### src/rtl/seq_adder_pkg.sv
// Shared definitions for the digit-serial adder: FSM encoding and counter sizing.
package seq_adder_pkg;

   typedef enum logic [1:0] {
      IDLE = 2'd0,
      RUN  = 2'd1,
      DONE = 2'd2
   } state_t;

   // A single-slice adder still needs a 1-bit counter to keep the vector legal.
   function automatic int cnt_bits(input int n);
      return (n > 1) ? $clog2(n) : 1;
   endfunction

endpackage

### src/rtl/seq_adder_slice.sv
// DIGIT-bit ripple-carry slice; purely combinational.
module adder_slice #(
   parameter int DIGIT = 1
) (
   input  logic [DIGIT-1:0] x,
   input  logic [DIGIT-1:0] y,
   input  logic             ci,
   output logic [DIGIT-1:0] s,
   output logic             co
);

   logic [DIGIT:0] w_c;

   assign w_c[0] = ci;

   for (genvar i = 0; i < DIGIT; i++) begin : g_fa
      assign s[i]     = x[i] ^ y[i] ^ w_c[i];
      assign w_c[i+1] = (x[i] & y[i]) | (w_c[i] & (x[i] ^ y[i]));
   end

   assign co = w_c[DIGIT];

endmodule

### src/rtl/seq_adder.sv
// Digit-serial adder: adds DIGIT bits per cycle, LS slice first, result
// assembled by shifting slices into the sum register from the top.
module seq_adder
   import seq_adder_pkg::*;
#(
   parameter int WIDTH = 8,
   parameter int DIGIT = 1
) (
   input  logic             clk,
   input  logic             rst_n,
   input  logic             start,
   input  logic [WIDTH-1:0] a,
   input  logic [WIDTH-1:0] b,
   input  logic             cin,
   output logic             busy,
   output logic             done,
   output logic [WIDTH-1:0] sum,
   output logic             cout
);

   localparam int N     = WIDTH / DIGIT;
   localparam int CNT_W = cnt_bits(N);
   localparam logic [CNT_W-1:0] LAST = CNT_W'(N - 1);

   state_t           r_state;
   state_t           w_state_nxt;
   logic             r_armed;
   logic [CNT_W-1:0] r_cnt;
   logic [WIDTH-1:0] r_a;
   logic [WIDTH-1:0] r_b;
   logic [WIDTH-1:0] r_sum;
   logic             r_carry;
   logic             r_cout;
   logic             r_busy;
   logic             r_done;

   logic             w_accept;
   logic             w_last;
   logic [DIGIT-1:0] w_s;
   logic             w_co;
   logic [WIDTH-1:0] w_sum_nxt;

   adder_slice #(.DIGIT(DIGIT)) u_slice (
      .x  (r_a[DIGIT-1:0]),
      .y  (r_b[DIGIT-1:0]),
      .ci (r_carry),
      .s  (w_s),
      .co (w_co)
   );

   // r_armed blocks acceptance on the first edge after reset release.
   assign w_accept = (r_state == IDLE) && start && r_armed;
   assign w_last   = (r_cnt == LAST);

   if (N > 1) begin : g_shift
      assign w_sum_nxt = {w_s, r_sum[WIDTH-1:DIGIT]};
   end else begin : g_noshift
      assign w_sum_nxt = w_s;
   end

   always_comb begin
      w_state_nxt = r_state;
      case (r_state)
         IDLE:    if (w_accept) w_state_nxt = RUN;
         RUN:     if (w_last)   w_state_nxt = DONE;
         DONE:    w_state_nxt = IDLE;
         default: w_state_nxt = IDLE;
      endcase
   end

   always_ff @(posedge clk or negedge rst_n) begin
      if (!rst_n) r_state <= IDLE;
      else        r_state <= w_state_nxt;
   end

   always_ff @(posedge clk or negedge rst_n) begin
      if (!rst_n) begin
         r_armed <= 1'b0;
         r_cnt   <= '0;
         r_a     <= '0;
         r_b     <= '0;
         r_sum   <= '0;
         r_carry <= 1'b0;
         r_cout  <= 1'b0;
         r_busy  <= 1'b0;
         r_done  <= 1'b0;
      end else begin
         r_armed <= 1'b1;
         r_busy  <= (w_state_nxt != IDLE);
         r_done  <= (w_state_nxt == DONE);
         if (w_accept) begin
            r_a     <= a;
            r_b     <= b;
            r_carry <= cin;
            r_cnt   <= '0;
         end else if (r_state == RUN) begin
            r_a     <= r_a >> DIGIT;
            r_b     <= r_b >> DIGIT;
            r_carry <= w_co;
            r_sum   <= w_sum_nxt;
            r_cnt   <= r_cnt + CNT_W'(1);
            if (w_last) r_cout <= w_co;
         end
      end
   end

   assign busy = r_busy;
   assign done = r_done;
   assign sum  = r_sum;
   assign cout = r_cout;

endmodule

### config.mk
export PLATFORM = sky130hd
export DESIGN_NAME = seq_adder
export DESIGN_NICKNAME = d
export VERILOG_FILES = /design/src/rtl/seq_adder_pkg.sv /design/src/rtl/seq_adder_slice.sv /design/src/rtl/seq_adder.sv
export SDC_FILE = /design/constraint.sdc
export NUM_CORES = 1
export LEC_CHECK = 0
export CORE_ASPECT_RATIO = 0.5
export CORE_MARGIN = 2
export CORE_UTILIZATION = 38
export DETAILED_ROUTE_END_ITERATION = 7
export PLACE_DENSITY = 0.6
export SYNTH_ARGS = -nofsm -noshare
export SYNTH_HDL_FRONTEND = slang
export SYNTH_SLANG_ARGS = --single-unit
### constraint.sdc
create_clock -name clk -period 1.6 [get_ports clk]
set_input_delay 0.32 -clock clk [delete_from_list [all_inputs] [get_ports clk]]
set_output_delay 0.32 -clock clk [all_outputs]
set_load 0.05 [all_outputs]
== Yosys cells after proc, flatten, opt, wreduce, memory -nomap -nowiden ==
Index checks and enable logic that the tools add are counted.
Cells by class
  reductions and logical operators: 7
  equality and inequality tests: 3
  shifts and indexed selects: 0
  multipliers: 0
  bitwise gates (word level): 6
  div/mod/pow operators: 0
  add/sub/neg operators: 1
  order comparisons: 0
  muxes and demuxes: 11
Operators with widths (number)
  2-to-1 mux 8 bit: 4
  2-to-1 mux 3 bit: 2
  2-to-1 mux 2 bit: 2
  case mux 2 bit (2 select lines): 1
  nonzero test 2 bit: 2
  adder 3 x 1 -> 3 bit (second input constant): 1
  == test 3 bit (second input constant): 1
  AND reduction 3 bit: 1
  AND 1 bit: 2
  == test 2 x 1 -> 1 bit (second input constant): 1
  == test 2 bit (second input constant): 1
  logical AND 1 bit: 2
  logical NOT 2 bit: 1
  2-to-1 mux 1 bit: 2
  AND reduction 2 bit: 1
  bitwise XOR 1 bit: 2
  inverter 1 bit: 1
  bitwise OR 1 bit: 1
Storage, ports and cells
  register bits: 34
  latch bits: 0
  output and inout bits: 11
  RAM bits: 0
  memory bits (read-only): 0
  memories kept: 0

== Logic depth before layout (Yosys ltp) ==
Gate-level depths: netlist of the first run.
  word-level depth: 6
  depth in mapped cells: 5

== Cells and area by module ==
Synthesis of the first run repeated with hierarchy kept, for this count alone.
Unflattened totals
  cells, all modules: 152
  area, all modules: 1467.7 um^2
Modules (own cells, without submodules)
  seq_adder: area each 1447.6 um^2, cells each 151, seq. area each 850.8 um^2, instances 1
  adder_slice: area each 20.0 um^2, cells each 1, seq. area each 0.0 um^2, instances 1

== Worst setup path after synthesis of the first run ==
No wires, ideal clock.
  path kind: register to register
  start point: register r_cnt[0]
  end point: register r_cout, in the netlist cout
  cell stages (with the launch flop): 5
  path slack: 310 ps
  library setup time: 125 ps
  arrival: 1165 ps
  period minus slack after synthesis: 1290 ps
  path through: dfrtp_1 > ha_1 > ha_1 > and2_4 > mux2_4
Between the ends
  longest elaborated chain between the ends: 2
RTL lines
  from (decl): RTL line seq_adder.sv:28  | logic [CNT_W-1:0] r_cnt;
  from (signal assigned): RTL line seq_adder.sv:101  | r_cnt <= r_cnt + CNT_W'(1);
  == test 3 bit: RTL line seq_adder.sv:53  | assign w_last = (r_cnt == LAST);
  AND reduction 3 bit (no line)
  to (signal assigned): RTL line seq_adder.sv:102  | if (w_last) r_cout <= w_co;
  to (decl): RTL line seq_adder.sv:33  | logic r_cout;
Every way passes these cells.
A chain may end at the register's enable or synchronous reset.

== Final worst setup path of the first run ==
Same ends and word-level chain as after synthesis.

==> impl_metrics.py, run 1 <==
metrics = {
    "synthesis": {
        "mean_instance_size_in_the_synthesized_netlist_um2": 9.55,
        "synthesized_net_count": 174,
        "netlist-cell-type-count": 22,
        "postSynthRegisterBits": 34,
        "synth.yosys.seq_area_share_pct": 59.0,
        "synth_warnings": 0,
        "netlist_instances": 151,
        "synthesis.area_um2": 1440,
    },
    "route": {
        "detailedRoute.firstIterationViolations": 61,
        "vias_per_cell": 4.69,
        "dr_total_vias": 1111,
        "drt-pass1-iter-count": 4,
        "detail-route-antenna-nets": 0,
        "wl_mm": 2.83,
        "post_drt_wl_per_cell_um": 12.0,
        "count_of_unresolved_drc_violations_after_routing": 0,
    },
    "layout": {
        "area_growth_pct": 31.4,
        "nets": 208,
        "final_layout_size_suffix_gt1_share_pct": 15.6,
        "register_area_um2": 851,
        "multiInputGateArea_um2": 534,
        "final_core_utilization_pct": 53.7,
        "num-fill-cells": 334,
        "antenna_cells": 0,
    },
    "timing": {
        "final.period_utilization_pct": 85.6,
        "skew_ns": 0.00863,
        "setup_ws_ns": 0.230,
        "hold_violations": 0,
        "finalSetupTns_ns": 0,
        "unrepaired_setup_endpoints_after_global_routing": "false",
        "final-setup-viol-count": 0,
        "max_freq_mhz": 730,
        "report.final.slew_viol_count": 0,
        "post-route-min-period_ns": 1.37,
    },
    "setup_path": {
        "path_max_fanout": 3,
        "startpoint_kind_of_the_worst_setup_timing_path": "register",
        "timing.critical_path.mode_cell": "sky130_fd_sc_hd__ha_1",
        "critical-path-slowest-cell": "sky130_fd_sc_hd__dfrtp_1",
        "endpoint_kind": "register",
        "critical_path.top_delay_family": "adder cells",
        "cp.required_ns": 1.77,
        "critical-path-max-stage-delay_ns": 0.40,
        "crit_buf_inv": 0,
        "crit_arrival_ns": 1.54,
        "worstPathCellList": "ha_1 > ha_1 > and2_4 > mux2_4",
        "path_class": "reg -> reg",
    },
    "cts": {
        "tritoncts_buffer_count": 5,
        "ctsHoldBuffers": 0,
        "cts.sinks": 34,
        "cts_max_level": 2,
        "worstSkewPairLatency_ns": 0.28,
        "cts.reportedPaths.clkPinSlew_ns": 0.07,
        "tritoncts": "yes",
        "cts.path.max_buffers": 2,
        "postCtsSetupRepairBufs": 0,
        "clock_tree.root_cell": "sky130_fd_sc_hd__clkbuf_8",
        "postCtsResizedCells": 0,
    },
    "min_path": {
        "hold_wc_path_type": "in -> async",
    },
    "floorplan": {
        "floorplan.die_area_um2": 4330,
        "fp.dieW_um": 91.1,
        "pin_count": 31,
        "fp-row-count": 15,
        "initial_utilization_pct": 40.9,
        "floorplan.core_area_um2": 3530,
        "die_h_um": 47.6,
    },
    "grt": {
        "grt_max_degree": 35,
        "grt_first_pass_wirelength_mm": 4.82,
        "number_of_antenna_violations_at_the_first_check_in_global_routing": 0,
        "grt.overflow.total": 0,
        "grt_util_all_layers_pct": 15.1,
        "via_count_of_the_first_global_routing_pass": 1029,
    },
    "status": {
        "status": "completed",
    },
    "power": {
        "power.density_cell_area_nw_per_um2": 2000,
        "peakVddDrop_uv": 529,
        "leakage_power_nw": 0.917,
    },
    "placed_design": {
        "place.gp.congestion": 0.748,
        "portBuffers": 30,
        "dpl_worst_slack_ns": 0.143,
        "detailed_place_hpwl_mm": 1.84,
    },
    "run": {
        "timing.max_cap.violations": 0,
    },
}
path summary, 6_finish.rpt:
| path | start | endpoint | slack, ns | cells past startpoint |
|---|---|---|---|---|
| min in group clk | sum[0] | sum[0] | 0.48 | 2 |
| worst min register to register | sum[0] | sum[0] | 0.48 | 2 |
| worst max register to register | r_cnt[0] | cout | 0.23 | 4 |
| worst min-delay path | rst_n | r_a[7] | 0.40 | 2 |
| worst max-delay path | r_cnt[0] | cout | 0.23 | 4 |
| max in group asynchronous | rst_n | r_a[5] | 1.02 | 2 |
cell type report:
cell class                      instances  share of cell area, %
Sequential cell                        34                   44.9
Tap cell                               51                   3.37
Multi-Input combinational cell        107                   28.2
Clock buffer                            6                   4.36
Timing Repair Buffer                   37                   18.5
Clock inverter                          2                  0.661
cell usage after synthesis:
cell type / count / share of area [%]
sky130_fd_sc_hd__ha_1: 2 / 1.7
sky130_fd_sc_hd__nand3_1: 6 / 2.1
sky130_fd_sc_hd__conb_1: 1 / 0.26
sky130_fd_sc_hd__nand2_1: 59 / 15
sky130_fd_sc_hd__and2_4: 1 / 0.61
sky130_fd_sc_hd__o21ai_0: 1 / 0.35
sky130_fd_sc_hd__nor2_1: 12 / 3.1
sky130_fd_sc_hd__nor2b_1: 1 / 0.43
sky130_fd_sc_hd__a21oi_1: 2 / 0.69
sky130_fd_sc_hd__xnor2_1: 1 / 0.61
sky130_fd_sc_hd__buf_6: 2 / 1.6
sky130_fd_sc_hd__a22oi_1: 4 / 2.1
sky130_fd_sc_hd__nor4bb_1: 1 / 0.69
sky130_fd_sc_hd__buf_2: 5 / 1.7
sky130_fd_sc_hd__fa_1: 1 / 1.4
sky130_fd_sc_hd__a31oi_1: 11 / 4.8
sky130_fd_sc_hd__nand2b_1: 1 / 0.43
sky130_fd_sc_hd__nand4bb_1: 1 / 0.78
sky130_fd_sc_hd__dfrtp_1: 34 / 59
sky130_fd_sc_hd__clkbuf_1: 3 / 0.78
sky130_fd_sc_hd__and2_1: 1 / 0.43
sky130_fd_sc_hd__mux2_4: 1 / 1.0
cell families (layout without fill, tap and decap cells):
| kind of cell | count (synthesis) | in the layout | share of synthesized area, % |
|---|---|---|---|
| other | 1 | 1 | 0.260 |
| multiplexers | 1 | 1 | 1.04 |
| XOR/XNOR | 1 | 1 | 0.608 |
| adder cells (fa/ha/maj) | 3 | 3 | 3.12 |
| buffers and inverters | 10 | 45 | 4.08 |
| AND/OR/NAND/NOR | 83 | 83 | 24.0 |
| flip-flops | 34 | 34 | 59.0 |
| AO/OA/AOI/OAI | 18 | 18 | 7.90 |
per-stage QoR:
stage	instances	power, mW	hold slack [ns]	area, um2
finish	237	3.79	0.396	1890
CTS	237	3.85	0.396	1890
global placement	229	3.14	0.461	1800
global route	237	4.10	0.397	1890
floorplan	151	2.67	0.0244	1440
detailed placement	229	3.17	0.474	1800
routing by layer:
layer | GRT usage, % | up-vias | part of all wire (%)
li1 | - | 559 | -
met5 | 0 | - | 0
met1 | 19.6 | 528 | 51
met3 | 5.67 | 4 | 4.8
met4 | 7.27 | 0 | 1.6
met2 | 23.3 | 20 | 43
cells in the final DEF (no fill, tap or decap), drive strengths merged:
master / netlist / final
nand3: 6 / 6
nand2b: 1 / 1
dfrtp: 34 / 34
a21oi: 2 / 2
clkdlybuf4s50: 0 / 19
mux2: 1 / 1
nor2b: 1 / 1
nand4bb: 1 / 1
a31oi: 11 / 11
and2: 2 / 2
a22oi: 4 / 4
clkinv: 0 / 1
clkbuf: 3 / 6
nor4bb: 1 / 1
o21ai: 1 / 1
nor2: 12 / 12
nand2: 59 / 59
xnor2: 1 / 1
buf: 7 / 18
clkinvlp: 0 / 1
conb: 1 / 1
ha: 2 / 2
fa: 1 / 1
report_power, final:
group | leakage (nW) | switching [mW] | total [mW] | internal (mW)
clock | 0.0472 | 0.315 | 0.660 | 0.346
sequential | 0.430 | 0.220 | 1.45 | 1.23
combinational | 0.440 | 1.05 | 1.69 | 0.639
sequential cells by signal, summed over array words and instances (netlist names):
register  flops
r_a           8
r_b           8
r_state       2
done          1
r_armed       1
r_cnt         3
sum           8
busy          1
cout          1
r_carry       1
Power figures use the tool's default switching activity.
==> inputs of run 2 (changes only) <==
--- a/config.mk
+++ b/config.mk
@@ -8,6 +8,7 @@
 export CORE_ASPECT_RATIO = 0.5
 export CORE_MARGIN = 2
 export CORE_UTILIZATION = 38
+export CTS_CLUSTER_SIZE = 30
 export DETAILED_ROUTE_END_ITERATION = 7
 export PLACE_DENSITY = 0.6
 export SYNTH_ARGS = -nofsm -noshare
==> results of run 2 <==
Final layout, timing and power as in run 1 (identical DEF).
==> inputs of run 3 (changes only) <==
--- a/config.mk
+++ b/config.mk
@@ -5,7 +5,6 @@
 export SDC_FILE = /design/constraint.sdc
 export NUM_CORES = 1
 export LEC_CHECK = 0
-export CORE_ASPECT_RATIO = 0.5
 export CORE_MARGIN = 2
 export CORE_UTILIZATION = 38
 export CTS_CLUSTER_SIZE = 30
==> run 3 against run 2 <==
Global-route usage is 0.38 points higher; non-clock buffer count decreased by 1; worst setup slack lost 0.0032 ns; clock power decreased by 3.2%; die area is 0.69% lower; via count increased by 0.63%; clock skew down 0.0049 ns; sequential cell count unchanged; hold slack better by 0.0050 ns; critical path depth unchanged; fmax down 0.23%; largest power group unchanged.
==> impl_metrics.py, run 3 (same netlist as run 1, synthesis figures left out) <==
metrics = {
    "status": {
        "status": "completed",
    },
    "route": {
        "wl_mm": 2.79,
        "vias_per_cell": 4.80,
        "m1WireLength_mm": 1.23,
        "count_of_unresolved_drc_violations_after_routing": 0,
        "detailedRoute.firstIterationViolations": 51,
        "drt-pass1-iter-count": 6,
        "route.top_layer_used": "met4",
        "dr_total_vias": 1118,
        "post_drt_wl_per_cell_um": 12.0,
        "met2_wirelength_mm": 1.31,
        "route.met3.wl_um": 205,
        "detail-route-antenna-nets": 0,
    },
    "layout": {
        "register_area_um2": 851,
        "nets": 207,
        "finish.instance_area_um2": 1880,
        "final_layout_size_suffix_gt1_share_pct": 14.6,
        "final_cell_mix": "59 x sky130_fd_sc_hd__nand2_1, 34 x sky130_fd_sc_hd__dfrtp_1, 19 x sky130_fd_sc_hd__clkdlybuf4s50_1",
        "multiInputGateArea_um2": 534,
        "area_growth_pct": 30.4,
        "final_core_utilization_pct": 51.3,
        "final_common_cell": "sky130_fd_sc_hd__nand2_1",
        "antenna_cells": 0,
        "num-fill-cells": 356,
    },
    "timing": {
        "final-setup-viol-count": 0,
        "hold_violations": 0,
        "report.final.slew_viol_count": 0,
        "finalSetupTns_ns": 0,
        "max_freq_mhz": 728,
        "unrepaired_setup_endpoints_after_global_routing": "false",
        "skew_ns": 0.00373,
        "final.period_utilization_pct": 85.8,
        "post-route-min-period_ns": 1.37,
    },
    "placed_design": {
        "place.gp.congestion": 0.719,
        "detailed_place_hpwl_mm": 1.87,
        "placedInstanceArea_um2": 1790,
        "portBuffers": 30,
    },
    "power": {
        "power.density_cell_area_nw_per_um2": 1990,
        "peakVddDrop_uv": 896,
        "leakage_power_nw": 0.916,
    },
    "cts": {
        "ctsHoldBuffers": 0,
        "clock_tree.root_cell": "sky130_fd_sc_hd__clkbuf_8",
        "tritoncts_buffer_count": 5,
        "cts_max_level": 2,
        "cts.sinks": 34,
        "cts.reportedPaths.clkPinSlew_ns": 0.06,
        "postCtsResizedCells": 0,
        "worstSkewPairLatency_ns": 0.28,
        "postCtsSetupRepairBufs": 0,
        "cts.path.max_buffers": 2,
        "tritoncts": "yes",
    },
    "grt": {
        "grt_max_degree": 35,
        "grt_first_pass_wirelength_mm": 4.91,
        "via_count_of_the_first_global_routing_pass": 1135,
        "number_of_antenna_violations_at_the_first_check_in_global_routing": 0,
        "grt.overflow.total": 0,
        "grt_util_all_layers_pct": 15.5,
    },
    "setup_path": {
        "cp.required_ns": 1.77,
        "timing.critical_path.mode_cell": "sky130_fd_sc_hd__ha_1",
        "worstPathCellList": "ha_1 > ha_1 > and2_4 > mux2_4",
        "critical-path-max-stage-delay_ns": 0.40,
        "endpoint_kind": "register",
        "crit_arrival_ns": 1.54,
        "path_max_fanout": 3,
        "startpoint_kind_of_the_worst_setup_timing_path": "register",
        "timing.reg2reg.setup_slack_ns": 0.23,
        "path_class": "reg -> reg",
        "critical-path-slowest-cell": "sky130_fd_sc_hd__dfrtp_1",
    },
    "floorplan": {
        "floorplan.die_area_um2": 4300,
        "die_h_um": 65.6,
        "initial_utilization_pct": 39.4,
        "fp.dieW_um": 65.6,
        "pin_count": 31,
        "fp-row-count": 22,
        "floorplan.core_area_um2": 3660,
    },
    "run": {
        "timing.max_cap.violations": 0,
    },
    "min_path": {
        "hold_wc_path_type": "in -> async",
    },
}
[run 3: cell count changes in the layout (fill, tap and decap cells not counted), sizes merged]
cell      delta
clkinvlp     -1
clkbuf       +1
buf          -1
[run 3: metrics by stage]
step / instances / total power, mW / setup slack [ns] / hold slack, ns
global route: 233 / 4.05 / 0.206 / 0.404
CTS: 233 / 3.79 / 0.230 / 0.398
global placement: 225 / 3.08 / 0.159 / 0.462
detailed placement: 225 / 3.14 / 0.134 / 0.482
floorplan: 151 / 2.67 / 0.310 / 0.0244
finish: 233 / 3.75 / 0.227 / 0.401
[run 3: area by class of cell]
cell class                 instances  area share, %
clock buffer                       7           4.59
sequential                        34           45.3
tap                               48           3.20
timing repair buffer              36           18.2
clock inverter                     1          0.266
multi-input combinational        107           28.4
[run 3: path summary, 6_finish.rpt]
kind / startpoint / endpoint / cells after the start
min: rst_n / sum[7] / 2
max: r_cnt[0] / cout / 4
min in group clk: sum[0] / sum[0] / 2
min reg2reg: sum[0] / sum[0] / 2
max in group asynchronous: rst_n / r_a[1] / 2
max reg2reg: r_cnt[0] / cout / 4
[run 3: report_power, final]
group	internal, mW	switching (mW)
sequential	1.23	0.217
combinational	0.613	1.05
clock	0.347	0.292
total	2.19	1.56
[run 3: per-layer routing]
| layer | GRT usage, % | vias up |
|---|---|---|
| li1 | - | 553 |
| met1 | 17.2 | 528 |
| met2 | 25.5 | 31 |
| met3 | 7.36 | 6 |
| met4 | 6.25 | 0 |
| met5 | 0 | - |
[run 3: worst max-delay path: cells and delay by family (launching register included)]
| family | cells | cell delay [ns] |
|---|---|---|
| adder cells (fa/ha/maj) | 2 | 0.41 |
| flip-flops | 1 | 0.40 |
| multiplexers | 1 | 0.29 |
| AND/OR/NAND/NOR | 1 | 0.15 |
